[src/rtl/sram_arb_pkg.sv]
// Shared types and constants for the SRAM port arbiter.
// Requester ids are sized for the largest supported requester count.
package sram_arb_pkg;

  localparam int ADDR_W  = 18;
  localparam int DATA_W  = 16;
  localparam int MAX_REQ = 8;
  localparam int ID_W    = $clog2(MAX_REQ);

  typedef logic [ID_W-1:0] req_id_t;

  typedef struct packed {
    logic    valid;
    req_id_t id;
  } rd_tag_t;

endpackage

[src/rtl/sram_rr_pick.sv]
// Combinational rotating-priority picker.
// Scans upward from ptr+1 with an explicit wrap, or honours the lock holder.
module sram_rr_pick
  import sram_arb_pkg::*;
#(
  parameter int NUM_REQ = 3
) (
  input  logic [NUM_REQ-1:0] req,
  input  req_id_t            ptr,
  input  logic               lock,
  input  req_id_t            holder,
  output logic [NUM_REQ-1:0] grant,
  output req_id_t            idx
);

  logic found;
  int   cand;

  always_comb begin
    grant = '0;
    idx   = '0;
    found = 1'b0;
    cand  = int'(ptr);
    if (lock) begin
      for (int j = 0; j < NUM_REQ; j++) begin
        if (int'(holder) == j) begin
          grant[j] = req[j];
          idx      = req_id_t'(j);
        end
      end
    end else begin
      for (int k = 0; k < NUM_REQ; k++) begin
        cand = (cand >= NUM_REQ - 1) ? 0 : cand + 1;
        for (int j = 0; j < NUM_REQ; j++) begin
          if (!found && j == cand && req[j]) begin
            found    = 1'b1;
            grant[j] = 1'b1;
            idx      = req_id_t'(j);
          end
        end
      end
    end
  end

endmodule

[src/rtl/sram_arbiter.sv]
// Round-robin arbiter sharing one external SRAM port among NUM_REQ requesters,
// with exclusive-burst locking and in-order read data return.
module sram_arbiter #(
  parameter int NUM_REQ      = 3,
  parameter int READ_LATENCY = 2,
  parameter int ADDR_W       = 18,
  parameter int DATA_W       = 16
) (
  input  logic                           Clock,
  input  logic                           Resetn,
  input  logic [NUM_REQ-1:0]             req,
  input  logic [NUM_REQ-1:0]             req_we_n,
  input  logic [NUM_REQ-1:0]             req_lock,
  input  logic [NUM_REQ-1:0][ADDR_W-1:0] req_address,
  input  logic [NUM_REQ-1:0][DATA_W-1:0] req_write_data,
  output logic [NUM_REQ-1:0]             grant,
  output logic [NUM_REQ-1:0]             rd_valid,
  output logic [DATA_W-1:0]              rd_data,
  output logic [ADDR_W-1:0]              SRAM_address,
  output logic [DATA_W-1:0]              SRAM_write_data,
  output logic                           SRAM_we_n,
  input  logic [DATA_W-1:0]              SRAM_read_data
);

  import sram_arb_pkg::*;

  req_id_t             ptr_reg, holder_reg, pick_idx;
  logic                lock_reg;
  rd_tag_t             pipe_reg [READ_LATENCY];
  logic                accept, holder_req, sel_we_n, sel_lock;
  logic [ADDR_W-1:0]   sel_addr;
  logic [DATA_W-1:0]   sel_wdata;
  logic [NUM_REQ-1:0]  ret_onehot;

  sram_rr_pick #(.NUM_REQ(NUM_REQ)) u_pick (
    .req    (req),
    .ptr    (ptr_reg),
    .lock   (lock_reg),
    .holder (holder_reg),
    .grant  (grant),
    .idx    (pick_idx)
  );

  assign accept = |grant;

  // grant is one-hot, so an OR-mux selects the winner's fields
  always_comb begin
    sel_addr   = '0;
    sel_wdata  = '0;
    sel_we_n   = 1'b1;
    sel_lock   = 1'b0;
    holder_req = 1'b0;
    ret_onehot = '0;
    for (int k = 0; k < NUM_REQ; k++) begin
      if (grant[k]) begin
        sel_addr  = req_address[k];
        sel_wdata = req_write_data[k];
        sel_we_n  = req_we_n[k];
        sel_lock  = req_lock[k];
      end
      if (int'(holder_reg) == k) holder_req = req[k];
      if (pipe_reg[READ_LATENCY-1].valid && int'(pipe_reg[READ_LATENCY-1].id) == k)
        ret_onehot[k] = 1'b1;
    end
  end

  always_ff @(posedge Clock or negedge Resetn) begin
    if (!Resetn) begin
      SRAM_address    <= '0;
      SRAM_write_data <= '0;
      SRAM_we_n       <= 1'b1;
      ptr_reg         <= req_id_t'(NUM_REQ - 1);
    end else if (accept) begin
      SRAM_address    <= sel_addr;
      SRAM_write_data <= sel_wdata;
      SRAM_we_n       <= sel_we_n;
      ptr_reg         <= pick_idx;
    end else begin
      SRAM_we_n       <= 1'b1;
    end
  end

  // While locked only the holder can be accepted, so sel_lock is the holder's.
  always_ff @(posedge Clock or negedge Resetn) begin
    if (!Resetn) begin
      lock_reg   <= 1'b0;
      holder_reg <= '0;
    end else if (lock_reg) begin
      if (!holder_req || (accept && !sel_lock)) lock_reg <= 1'b0;
    end else if (accept && sel_lock) begin
      lock_reg   <= 1'b1;
      holder_reg <= pick_idx;
    end
  end

  generate
    for (genvar gi = 0; gi < READ_LATENCY; gi++) begin : g_pipe
      always_ff @(posedge Clock or negedge Resetn) begin
        if (!Resetn) begin
          pipe_reg[gi] <= '0;
        end else if (gi == 0) begin
          pipe_reg[gi] <= '{valid: accept & sel_we_n, id: pick_idx};
        end else begin
          pipe_reg[gi] <= pipe_reg[(gi == 0) ? 0 : gi - 1];
        end
      end
    end
  endgenerate

  always_ff @(posedge Clock or negedge Resetn) begin
    if (!Resetn) begin
      rd_valid <= '0;
      rd_data  <= '0;
    end else begin
      rd_valid <= ret_onehot;
      if (pipe_reg[READ_LATENCY-1].valid) rd_data <= SRAM_read_data;
    end
  end

endmodule

[config.mk]
export PLATFORM = sky130hd
export DESIGN_NAME = sram_arbiter
export DESIGN_NICKNAME = d
export VERILOG_FILES = /design/src/rtl/sram_arb_pkg.sv /design/src/rtl/sram_rr_pick.sv /design/src/rtl/sram_arbiter.sv
export SDC_FILE = /design/constraint.sdc
export NUM_CORES = 1
export LEC_CHECK = 0
export BUFFER_PORTS_ARGS = -buffer_cell sky130_fd_sc_hd__buf_2
export CELL_PAD_IN_SITES_DETAIL_PLACEMENT = 1
export CELL_PAD_IN_SITES_GLOBAL_PLACEMENT = 1
export CORE_MARGIN = 2
export CORE_UTILIZATION = 32
export CTS_CLUSTER_SIZE = 14
export DETAILED_ROUTE_END_ITERATION = 10
export GPL_TIMING_DRIVEN = 0
export PLACE_DENSITY = 0.82
export SLEW_MARGIN = 0
export SYNTH_ARGS = -nofsm -noshare
export SYNTH_HDL_FRONTEND = slang
export SYNTH_HIERARCHICAL = 1
export SYNTH_SLANG_ARGS = --single-unit
[constraint.sdc]
create_clock -name Clock -period 3.5 [get_ports Clock]
set_input_delay 0.175 -clock Clock [delete_from_list [all_inputs] [get_ports Clock]]
set_output_delay 0.175 -clock Clock [all_outputs]
set_load 0.01 [all_outputs]
# [After elaboration in Yosys (flattened, before gate mapping)]
# Cells that the tools add are included.
[op_classes] n_addsub=3 n_lt_le_gt_ge=3 n_eq_ne=10 n_mux=63 n_bitwise=2 n_reduce_logical=40
[ops] operator="equality test 2 x 32 -> 1 bit (first input constant)" count=3
[ops] operator="equality test 3 x 32 -> 1 bit (first input constant)" count=3
[ops] operator="zero test 32 bit" count=3
[ops] operator="2-to-1 mux 32 bit" count=3
[ops] operator="adder 32 x 2 -> 32 bit (second input constant)" count=2
[ops] operator="greater-or-equal comparator 32 x 3 -> 1 bit (second input constant)" count=2
[ops] operator="2-to-1 mux 18 bit" count=3
[ops] operator="2-to-1 mux 16 bit" count=3
[ops] operator="2-to-1 mux 1 bit" count=44
[ops] operator="logical AND 1 bit" count=22
[ops] operator="2-to-1 mux 2 bit" count=8
[ops] operator="zero test 1 bit" count=10
[ops] operator="equality test 3 x 2 -> 1 bit (second input constant)" count=2
[ops] operator="equality test 3 bit (second input constant)" count=2
[ops] operator="zero test 3 bit" count=2
[ops] operator="2-to-1 mux 3 bit" count=2
[ops] operator="adder 3 x 1 -> 4 bit (second input constant)" count=1
[ops] operator="greater-or-equal comparator 3 x 2 -> 1 bit (second input constant)" count=1
[ops] operator="OR reduction 3 bit" count=1
[ops] operator="AND reduction 2 bit" count=1
[ops] operator="AND 1 bit" count=1
[ops] operator="logical OR 1 bit" count=1
[ops] operator="inverter 1 bit" count=1
[word_totals] register_bits=69 input_bits=129 out_inout_bits=57 word_cells=133

# [Logic depth before layout (Yosys ltp)]
# Gate-level depths: netlist (run 1).
[logic_depth] word_depth=54 depth_mapped=10

# [Modules after synthesis]
# Netlist (run 1), hierarchy kept.
[by_module_without_submodules] module="sram_arbiter" n_inst=1 cells_per_inst=246 area_each_um2=2975.4 seq_area_each_um2=1729.2
[by_module_without_submodules] module="sram_rr_pick" n_inst=1 cells_per_inst=28 area_each_um2=209.0 seq_area_each_um2=0.0

# [Least setup slack after synthesis (run 1)]
# OpenSTA, ideal clock, no wires.
[synth_timing] path_type="register -> register" start="reg ptr_reg[1]" end="reg holder_reg[0]" setup_time_ns=0.128 arrival_ns=2.665 required_time_ns=3.372 path_slack_ns=0.707 stages_incl_launch_ff=9 path_buffers=1 cell_sequence="dfstp_2 > ha_1 > or4_4 > o21a_1 > o21ai_1 > buf_6 > a21oi_1 > a211oi_2 > mux2_1"
[synth_between] elab_cells_between_ends=83
[synth_rtl] item="start, declared" line_no="sram_arbiter.sv:27" rtl="req_id_t ptr_reg, holder_reg, pick_idx;"
[synth_rtl] item="start signal, assigned" line_no="sram_arbiter.sv:72" rtl="ptr_reg <= req_id_t'(NUM_REQ - 1);"
[synth_rtl] item="start signal, assigned" line_no="sram_arbiter.sv:77" rtl="ptr_reg <= pick_idx;"
[synth_rtl] item="adder 3 x 1 -> 4 bit / greater-or-equal comparator 3 x 2 -> 1 bit (equally long branches)" line_no="sram_rr_pick.sv:33" rtl="cand = (cand >= NUM_REQ - 1) ? 0 : cand + 1;"
[synth_rtl] item="2-to-1 mux 32 bit (*)" line_no="sram_rr_pick.sv:33"
[synth_rtl] item="zero test 32 bit" line_no="sram_rr_pick.sv:35" rtl="if (!found && j == cand && req[j]) begin"
[synth_rtl] item="logical AND 1 bit" line_no="sram_rr_pick.sv:35"
[synth_rtl] item="2-to-1 mux 1 bit" line_no="sram_rr_pick.sv:35"
[synth_rtl] item="2-to-1 mux 1 bit" line_no="sram_rr_pick.sv:24" rtl="if (lock) begin"
[synth_rtl] item="zero test 1 bit" line_no="sram_rr_pick.sv:35"
[synth_rtl] item="logical AND 1 bit (2 in series)" line_no="sram_rr_pick.sv:35"
[synth_rtl] item="[27 not listed]"
[synth_rtl] item="zero test 1 bit" line_no="sram_rr_pick.sv:35"
[synth_rtl] item="logical AND 1 bit (2 in series)" line_no="sram_rr_pick.sv:35"
[synth_rtl] item="2-to-1 mux 1 bit (*)" line_no="sram_rr_pick.sv:35"
[synth_rtl] item="2-to-1 mux 3 bit (*)" line_no="sram_rr_pick.sv:24"
[synth_rtl] item="via grant[1]" line_no="sram_arbiter.sv:16" rtl="output logic [NUM_REQ-1:0] grant,"
[synth_rtl] item="2-to-1 mux 1 bit (2 in series)" line_no="sram_arbiter.sv:55" rtl="if (grant[k]) begin"
[synth_rtl] item="logical AND 1 bit (*)" line_no="sram_arbiter.sv:90" rtl="end else if (accept && sel_lock) begin"
[synth_rtl] item="AND reduction 2 bit (no line) (*)"
[synth_rtl] item="end signal, assigned" line_no="sram_arbiter.sv:92" rtl="holder_reg <= pick_idx;"
[synth_rtl] item="end, declared" line_no="sram_arbiter.sv:27"
# The timed path passes the listed nets; every way through them passes the cells marked *. The select of a mux whose other input is x is not followed.
# A chain may end at the register's enable or synchronous reset.

# [Worst setup path after layout (run 1)]
[layout_timing] start="reg ptr_reg[1]" end="reg SRAM_write_data[12]"
[layout_between] elab_chain_len=47 elab_cells_between_ends=72
[layout_rtl] item="adder 3 x 1 -> 4 bit / greater-or-equal comparator 3 x 2 -> 1 bit (equally long branches)" line_no="sram_rr_pick.sv:33"
[layout_rtl] item="2-to-1 mux 32 bit (*)" line_no="sram_rr_pick.sv:33"
[layout_rtl] item="zero test 32 bit" line_no="sram_rr_pick.sv:35"
[layout_rtl] item="logical AND 1 bit" line_no="sram_rr_pick.sv:35"
[layout_rtl] item="2-to-1 mux 1 bit" line_no="sram_rr_pick.sv:35"
[layout_rtl] item="2-to-1 mux 1 bit" line_no="sram_rr_pick.sv:24"
[layout_rtl] item="zero test 1 bit" line_no="sram_rr_pick.sv:35"
[layout_rtl] item="logical AND 1 bit (2 in series)" line_no="sram_rr_pick.sv:35"
[layout_rtl] item="[28 not listed]"
[layout_rtl] item="logical AND 1 bit (2 in series)" line_no="sram_rr_pick.sv:35"
[layout_rtl] item="2-to-1 mux 1 bit" line_no="sram_rr_pick.sv:35"
[layout_rtl] item="2-to-1 mux 1 bit" line_no="sram_rr_pick.sv:24"
[layout_rtl] item="zero test 1 bit" line_no="sram_rr_pick.sv:35"
[layout_rtl] item="logical AND 1 bit (2 in series)" line_no="sram_rr_pick.sv:35"
[layout_rtl] item="2-to-1 mux 1 bit" line_no="sram_rr_pick.sv:35"
[layout_rtl] item="2-to-1 mux 3 bit (*)" line_no="sram_rr_pick.sv:24"
[layout_rtl] item="OR reduction 3 bit / 2-to-1 mux 16 bit (equally long branches)" line_no="sram_arbiter.sv:44, sram_arbiter.sv:55"
[layout_rtl] item="end signal, assigned" line_no="sram_arbiter.sv:75" rtl="SRAM_write_data <= sel_wdata;"
[layout_rtl] item="end, declared" line_no="sram_arbiter.sv:20" rtl="output logic [DATA_W-1:0] SRAM_write_data,"
# Every way passes the cells marked *; elsewhere a longest branch is shown, timed or not. The select of a mux whose other input is x is not followed.

==> reports/qor.yml, run 1 <==
grt_max_degree: 70
cts_buffers: 9
synth_edf_count: 0
arrival_ns: 3.21
yosys.area.top_type_share: 0.527
rows: 36
first_pass_iters: 4
io_buffers: 185
max_freq_mhz: 331
finalHoldViolCount: 0
fin_crit_ns: 3.02
r2r_start: "ptr_reg[1]$_DFFE_PN1P_"
use_met3: 0.0485
vias: 3134
synth.net_count: 404
period_share: 0.862
rsz0062_at_grt: "no"
clk_pin_slew_ns: 0.08
synth_common_cells: "dfrtp_1, o22ai_1, a21oi_1"
slowest_stage: "dfstp_2"
detail_route.vias_per_cell: 5.15
n_fill_cell: 1150
hp-start: "SRAM_read_data[13]"
antenna_found_initial: 0
synth_top_family_by_area: "compound AO/OA/AOI/OAI gates"
setup_violations: 0
dieArea_um2: 10800
crit_buf_inv: 3
grt_pass1_wl_um: 17100
holdBufCountCts: 1
start_util: 0.327
slowest_delay_ns: 0.57
grt_pass1_vias: 3523
synth-seq-cells: 69
synth_adder_area_share: 0.00393
yosys.area.top_type: "dfrtp_1"
holdPathStages: 2
gp_congestion: 0.776
grt_util_met2: 0.360
synth_area_um2: 3180
synthMostInstantiatedCell: "dfrtp_1"
muxShareOfSynthArea: 0.0672
p_leak_nw: 2.12
grt_usage: 0.198
startpoint_type: "flip-flop"
clockBufferDepth: 2
slew_violations: 0
cts_max_level: 3
rr_worst_depth: 9
largestRegisters: "SRAM_address: 18 flops, SRAM_write_data: 16 flops, rd_data: 16 flops"
routed_wl_um: 10400
placed_area_um2: 4280
stdcell_count: 609
async_flop_share: 1.00
post_cts_resized: 0
fp.dieH_um: 104
final.setup.worst_slack_ns: 0.483
wire_per_inst_um: 17.1
cts_root_buf: "clkbuf_8"
layout.nets: 601
status: "complete, no violations"
synth_cells: 274
worst_pin_slew_ns: 0.865
endpoint_kind: "flip-flop"
dp.cells: 592
syn2layout_area_growth_pct: 42.4
cts_setup_buffers: 0
path_delay_family: "compound AO/OA/AOI/OAI gates"
regToRegSetupSlack_ns: 0.48
final_area_um2: 4530
synth_area_leaders: "dfrtp_1, o22ai_1, o22ai_2, a21oi_1, mux2_2"
pre_cts_ws_ns: 0.481
relSlewSlack: 0.423
tns_ns: 0
overflow: 0
synth-simple-area-share: 0.0731
use_met1: 0.226
r2r-end: "SRAM_write_data[12]$_DFFE_PN0P_"
critPathKind: "reg -> reg"
synthFlopType: "dfrtp_1"
maxCapViolCount: 0
crit_start: "ptr_reg[1]$_DFFE_PN1P_"
ant_nets: 0
drive_above_1_share: 0.538
synth_compound_gate_area_share: 0.267
synth-xor-area-share: 0
crit_required_ns: 3.70
grt.busiest_layer: "met2"
clock-sinks: 69
drtIter0Drc: 65
path_max_fanout: 10
min_path_type: "in -> reg"
largest_reg_flops: 18
power.density_nw_per_um2: 997
tritoncts: "done"
ys_types: 45
regMostFlops: "SRAM_address"
crit_chain: "ha_1, or4_4, o21a_1, o21ai_1, buf_6, clkinv_1, clkbuf_1, o22ai_1, a21oi_1"
drc_errors: 0
fin_skew_ns: 0.0153
holdPathEnd: "rd_data[13]$_DFFE_PN0P_"
core_area_um2: 9730
synth.avg_cell_area_um2: 11.6
io_pins: 186
ys_warn_count: 6
die_w_um: 104
ir_worst_vdd_mv: 0.343
place.detailed.hpwl_um: 7980
clock_latency_ns: 0.34
ys_seq_area_frac: 0.543
n_antenna_cell: 0
-- power by group --
| part | switching [mW] | leakage [nW] | internal, mW |
|---|---|---|---|
| Clock | 0.323 | 0.124 | 0.477 |
| Sequential | 0.232 | 0.799 | 1.19 |
| Combinational | 1.26 | 1.19 | 1.04 |
| Total | 1.81 | 2.12 | 2.71 |
-- cell families (layout without fill, tap and decap cells) --
family,Yosys count,in the layout
DFF,69,69
and+or+nand+nor,38,38
muxes,19,19
buffers and inverters,26,228
AOI/OAI and AO/OA,120,120
adders and majority gates,1,1
other,1,1
-- worst max path at each step --
| stage | end | slack [ns] | cells after the start |
|---|---|---|---|
| final | SRAM_write_data[12]$_DFFE_PN0P_ | 0.48 | 9 |
| after global routing | SRAM_write_data[12]$_DFFE_PN0P_ | 0.25 | 9 |
| after CTS | SRAM_write_data[12]$_DFFE_PN0P_ | 0.45 | 9 |
| after detailed placement | SRAM_write_data[12]$_DFFE_PN0P_ | 0.48 | 9 |
| after global placement | SRAM_write_data[6]$_DFFE_PN0P_ | 0.54 | 9 |
| after floorplan | holder_reg[0]$_DFFE_PN0P_ | 0.71 | 8 |
-- worst register-to-register path: stages, from the launching register on --
cell      delay (ns)
dfstp_2         0.57
ha_1            0.27
or4_4           0.52
o21a_1          0.20
o21ai_1         0.23
buf_6           0.18
clkinv_1        0.23
clkbuf_1        0.31
o22ai_1         0.26
a21oi_1         0.09
-- final cells by class --
| class | instances | area (um2) | share of cell area |
|---|---|---|---|
| Buffer | 21 | 124 | 0.0273 |
| Clock buffer | 9 | 124 | 0.0273 |
| Clock inverter | 7 | 121 | 0.0268 |
| Inverter | 5 | 18.8 | 0.00414 |
| Multi-Input combinational cell | 179 | 1310 | 0.289 |
| Sequential cell | 69 | 1730 | 0.381 |
| Tap cell | 133 | 166 | 0.0367 |
| Timing Repair Buffer | 186 | 938 | 0.207 |
-- stage by stage --
step                utilization  total power [mW]  hold WS [ns]
floorplan                     -              2.92        -0.121
global placement          0.440              3.64         0.332
detailed placement        0.440              3.75         0.336
CTS                       0.466              4.57        0.0375
global route              0.466              4.85        0.0418
finish                    0.466              4.52        0.0602
-- placed cells by master, fill, tap and decap left out, types with 3 or more instances in the layout --
master	n
bufinv_16	3
buf_2	193
nand2b_1	3
o22ai_2	16
inv_1	4
buf_6	4
o21ai_0	3
mux2_2	16
nand2_1	12
clkbuf_8	9
a21oi_1	36
nor2b_1	4
dfrtp_1	67
o22ai_1	51
mux2_1	3
clkbuf_1	7
-- per-layer routing --
| metal | share of wire | vias to the layer above |
|---|---|---|
| met2 | 0.51 | 130 |
| met1 | 0.41 | 1535 |
| met4 | 0.019 | 0 |
| li1 | - | 1451 |
| met5 | 0 | - |
| met3 | 0.059 | 18 |
Note: power is estimated with default switching activity, not from simulation.
==> inputs of run 2 (changes only) <==
- PLACE_DENSITY: 0.82 -> not set
- PLACE_DENSITY_LB_ADDON: not set -> 0.1
==> run 2 against run 1 <==
  * Register-to-register slack better by 0.06 ns
  * Largest power group unchanged
  * Critical endpoint is now SRAM_address[4]$_DFFE_PN0P_
  * Setup slack better by 0.055 ns
  * Sequential power hardly changed
  * Highest routed layer unchanged
  * Critical path depth stayed put
  * Critical path type unchanged
==> reports/qor.yml, run 2 (synthesis gave the netlist of run 1 again) <==
multi_input_area_um2: 1310
relSlewSlack: 0.420
seqCellArea_um2: 1730
drc_errors: 0
fin_skew_ns: 0.00634
stdcell_count: 609
max_freq_mhz: 338
whs_ns: 0.0688
rr_worst_depth: 9
grt_pass1_wl_um: 16700
cts_setup_buffers: 0
crit_chain: "ha_1, or4_4, o21a_1, o21ai_1, buf_6, clkinv_1, clkbuf_1, o22ai_1, a21oi_1"
cts_max_level: 3
clock-sinks: 69
holdPathStages: 2
ant_nets: 0
ir_worst_vdd_mv: 0.357
final_area_um2: 4520
n_fill_cell: 1167
cts_root_buf: "clkbuf_8"
cts_buffers: 9
finalHoldViolCount: 0
tns_ns: 0
io_pins: 186
holdPathEnd: "rd_data[13]$_DFFE_PN0P_"
clk_pin_slew_ns: 0.08
largestRegisters: "SRAM_address: 18 flops, SRAM_write_data: 16 flops, rd_data: 16 flops"
die_w_um: 104
dp.cells: 592
largest_reg_flops: 18
place.detailed.hpwl_um: 7850
regMostFlops: "SRAM_address"
grt_pass1_vias: 3279
grt_usage: 0.192
n_antenna_cell: 0
setup_violations: 0
start_util: 0.327
slowest_stage: "dfstp_2"
r2r-end: "SRAM_address[4]$_DFFE_PN0P_"
io_buffers: 185
first_pass_iters: 4
period_share: 0.846
path_max_fanout: 10
p_leak_nw: 2.11
routed_wl_um: 10100
endpoint_kind: "flip-flop"
tritoncts: "done"
placed_area_um2: 4280
syn2layout_area_growth_pct: 41.8
dieArea_um2: 10800
startpoint_type: "flip-flop"
clock_latency_ns: 0.33
worst_pin_slew_ns: 0.869
drive_above_1_share: 0.538
grt_max_degree: 70
r2r_start: "ptr_reg[1]$_DFFE_PN1P_"
layout.nets: 601
min_path_type: "in -> reg"
overflow: 0
gp_congestion: 0.783
hp-start: "SRAM_read_data[13]"
slew_violations: 0
fin_crit_ns: 2.96
crit_required_ns: 3.69
critPathKind: "reg -> reg"
drtIter0Drc: 86
antenna_found_initial: 0
power.density_nw_per_um2: 983
maxCapViolCount: 0
rows: 36
clockBufferDepth: 2
wire_per_inst_um: 16.6
fp.dieH_um: 104
final_cell_mix: "buf_2, dfrtp_1, o22ai_1, a21oi_1"
rsz0062_at_grt: "no"
slowest_delay_ns: 0.57
final_common_cell: "buf_2"
fin_total_pwr_mw: 4.44
arrival_ns: 3.15
status: "complete, no violations"
vias: 3023
detail_route.vias_per_cell: 4.96
regToRegSetupSlack_ns: 0.54
core_area_um2: 9730
run 2: cell types whose count changed in the layout (fill, tap and decap cells not counted), sizes merged:
| cell | delta |
|---|---|
| bufinv | -1 |
| clkinv | -2 |
| inv | +3 |
run 2: critical path, delay by kind of cell, from the launching register on:
family	cells	cell delay, ns
flops	1	0.57
simple gates	1	0.53
compound gates	4	0.76
fa+ha+maj	1	0.27
buf+inv	3	0.70
run 2: worst max path at each step:
stage | start | end | slack (ns) | depth (start not counted)
2_1_floorplan | ptr_reg[1]$_DFFE_PN1P_ | holder_reg[0]$_DFFE_PN0P_ | 0.71 | 8
3_3_place_gp | ptr_reg[1]$_DFFE_PN1P_ | SRAM_address[3]$_DFFE_PN0P_ | 0.57 | 9
3_5_place_dp | ptr_reg[1]$_DFFE_PN1P_ | SRAM_address[3]$_DFFE_PN0P_ | 0.54 | 9
4_1_cts | ptr_reg[1]$_DFFE_PN1P_ | SRAM_address[3]$_DFFE_PN0P_ | 0.52 | 9
5_1_grt | ptr_reg[1]$_DFFE_PN1P_ | SRAM_address[3]$_DFFE_PN0P_ | 0.34 | 9
6_report | ptr_reg[1]$_DFFE_PN1P_ | SRAM_address[4]$_DFFE_PN0P_ | 0.54 | 9
run 2: layout make-up:
cell class,count,share of cell area
plain buffers,21,0.0274
clock buffers,9,0.0274
clock inverters,7,0.0230
inverters,5,0.00416
multi-input cells,179,0.291
flip-flops and latches,69,0.383
well taps,133,0.0368
repair buffers,186,0.208
run 2: timing repair:
action,CTS,global route
hold endpoints to repair,67,0
hold buffers,1,0
gates resized for setup,0,0
setup endpoints to repair,0,0
run 2: where the power goes:
group          leakage, nW  switching (mW)  total, mW  internal, mW
Sequential           0.799           0.223       1.41          1.19
Combinational         1.19            1.24       2.28          1.04
Clock                0.115           0.330      0.743         0.413
run 2: routing by layer:
metal | global-route usage | up-vias | share of wire
li1 | - | 1445 | -
met2 | 0.315 | 128 | 0.47
met5 | 0 | - | 0
met3 | 0.0503 | 15 | 0.067
met1 | 0.250 | 1435 | 0.45
met4 | 0.0560 | 0 | 0.014
run 2: metrics by stage:
stage | setup WS, ns | util
after global placement | 0.566 | 0.440
after floorplan | 0.707 | -
after detailed placement | 0.542 | 0.440
final | 0.539 | 0.464
after CTS | 0.518 | 0.464
after global routing | 0.341 | 0.464
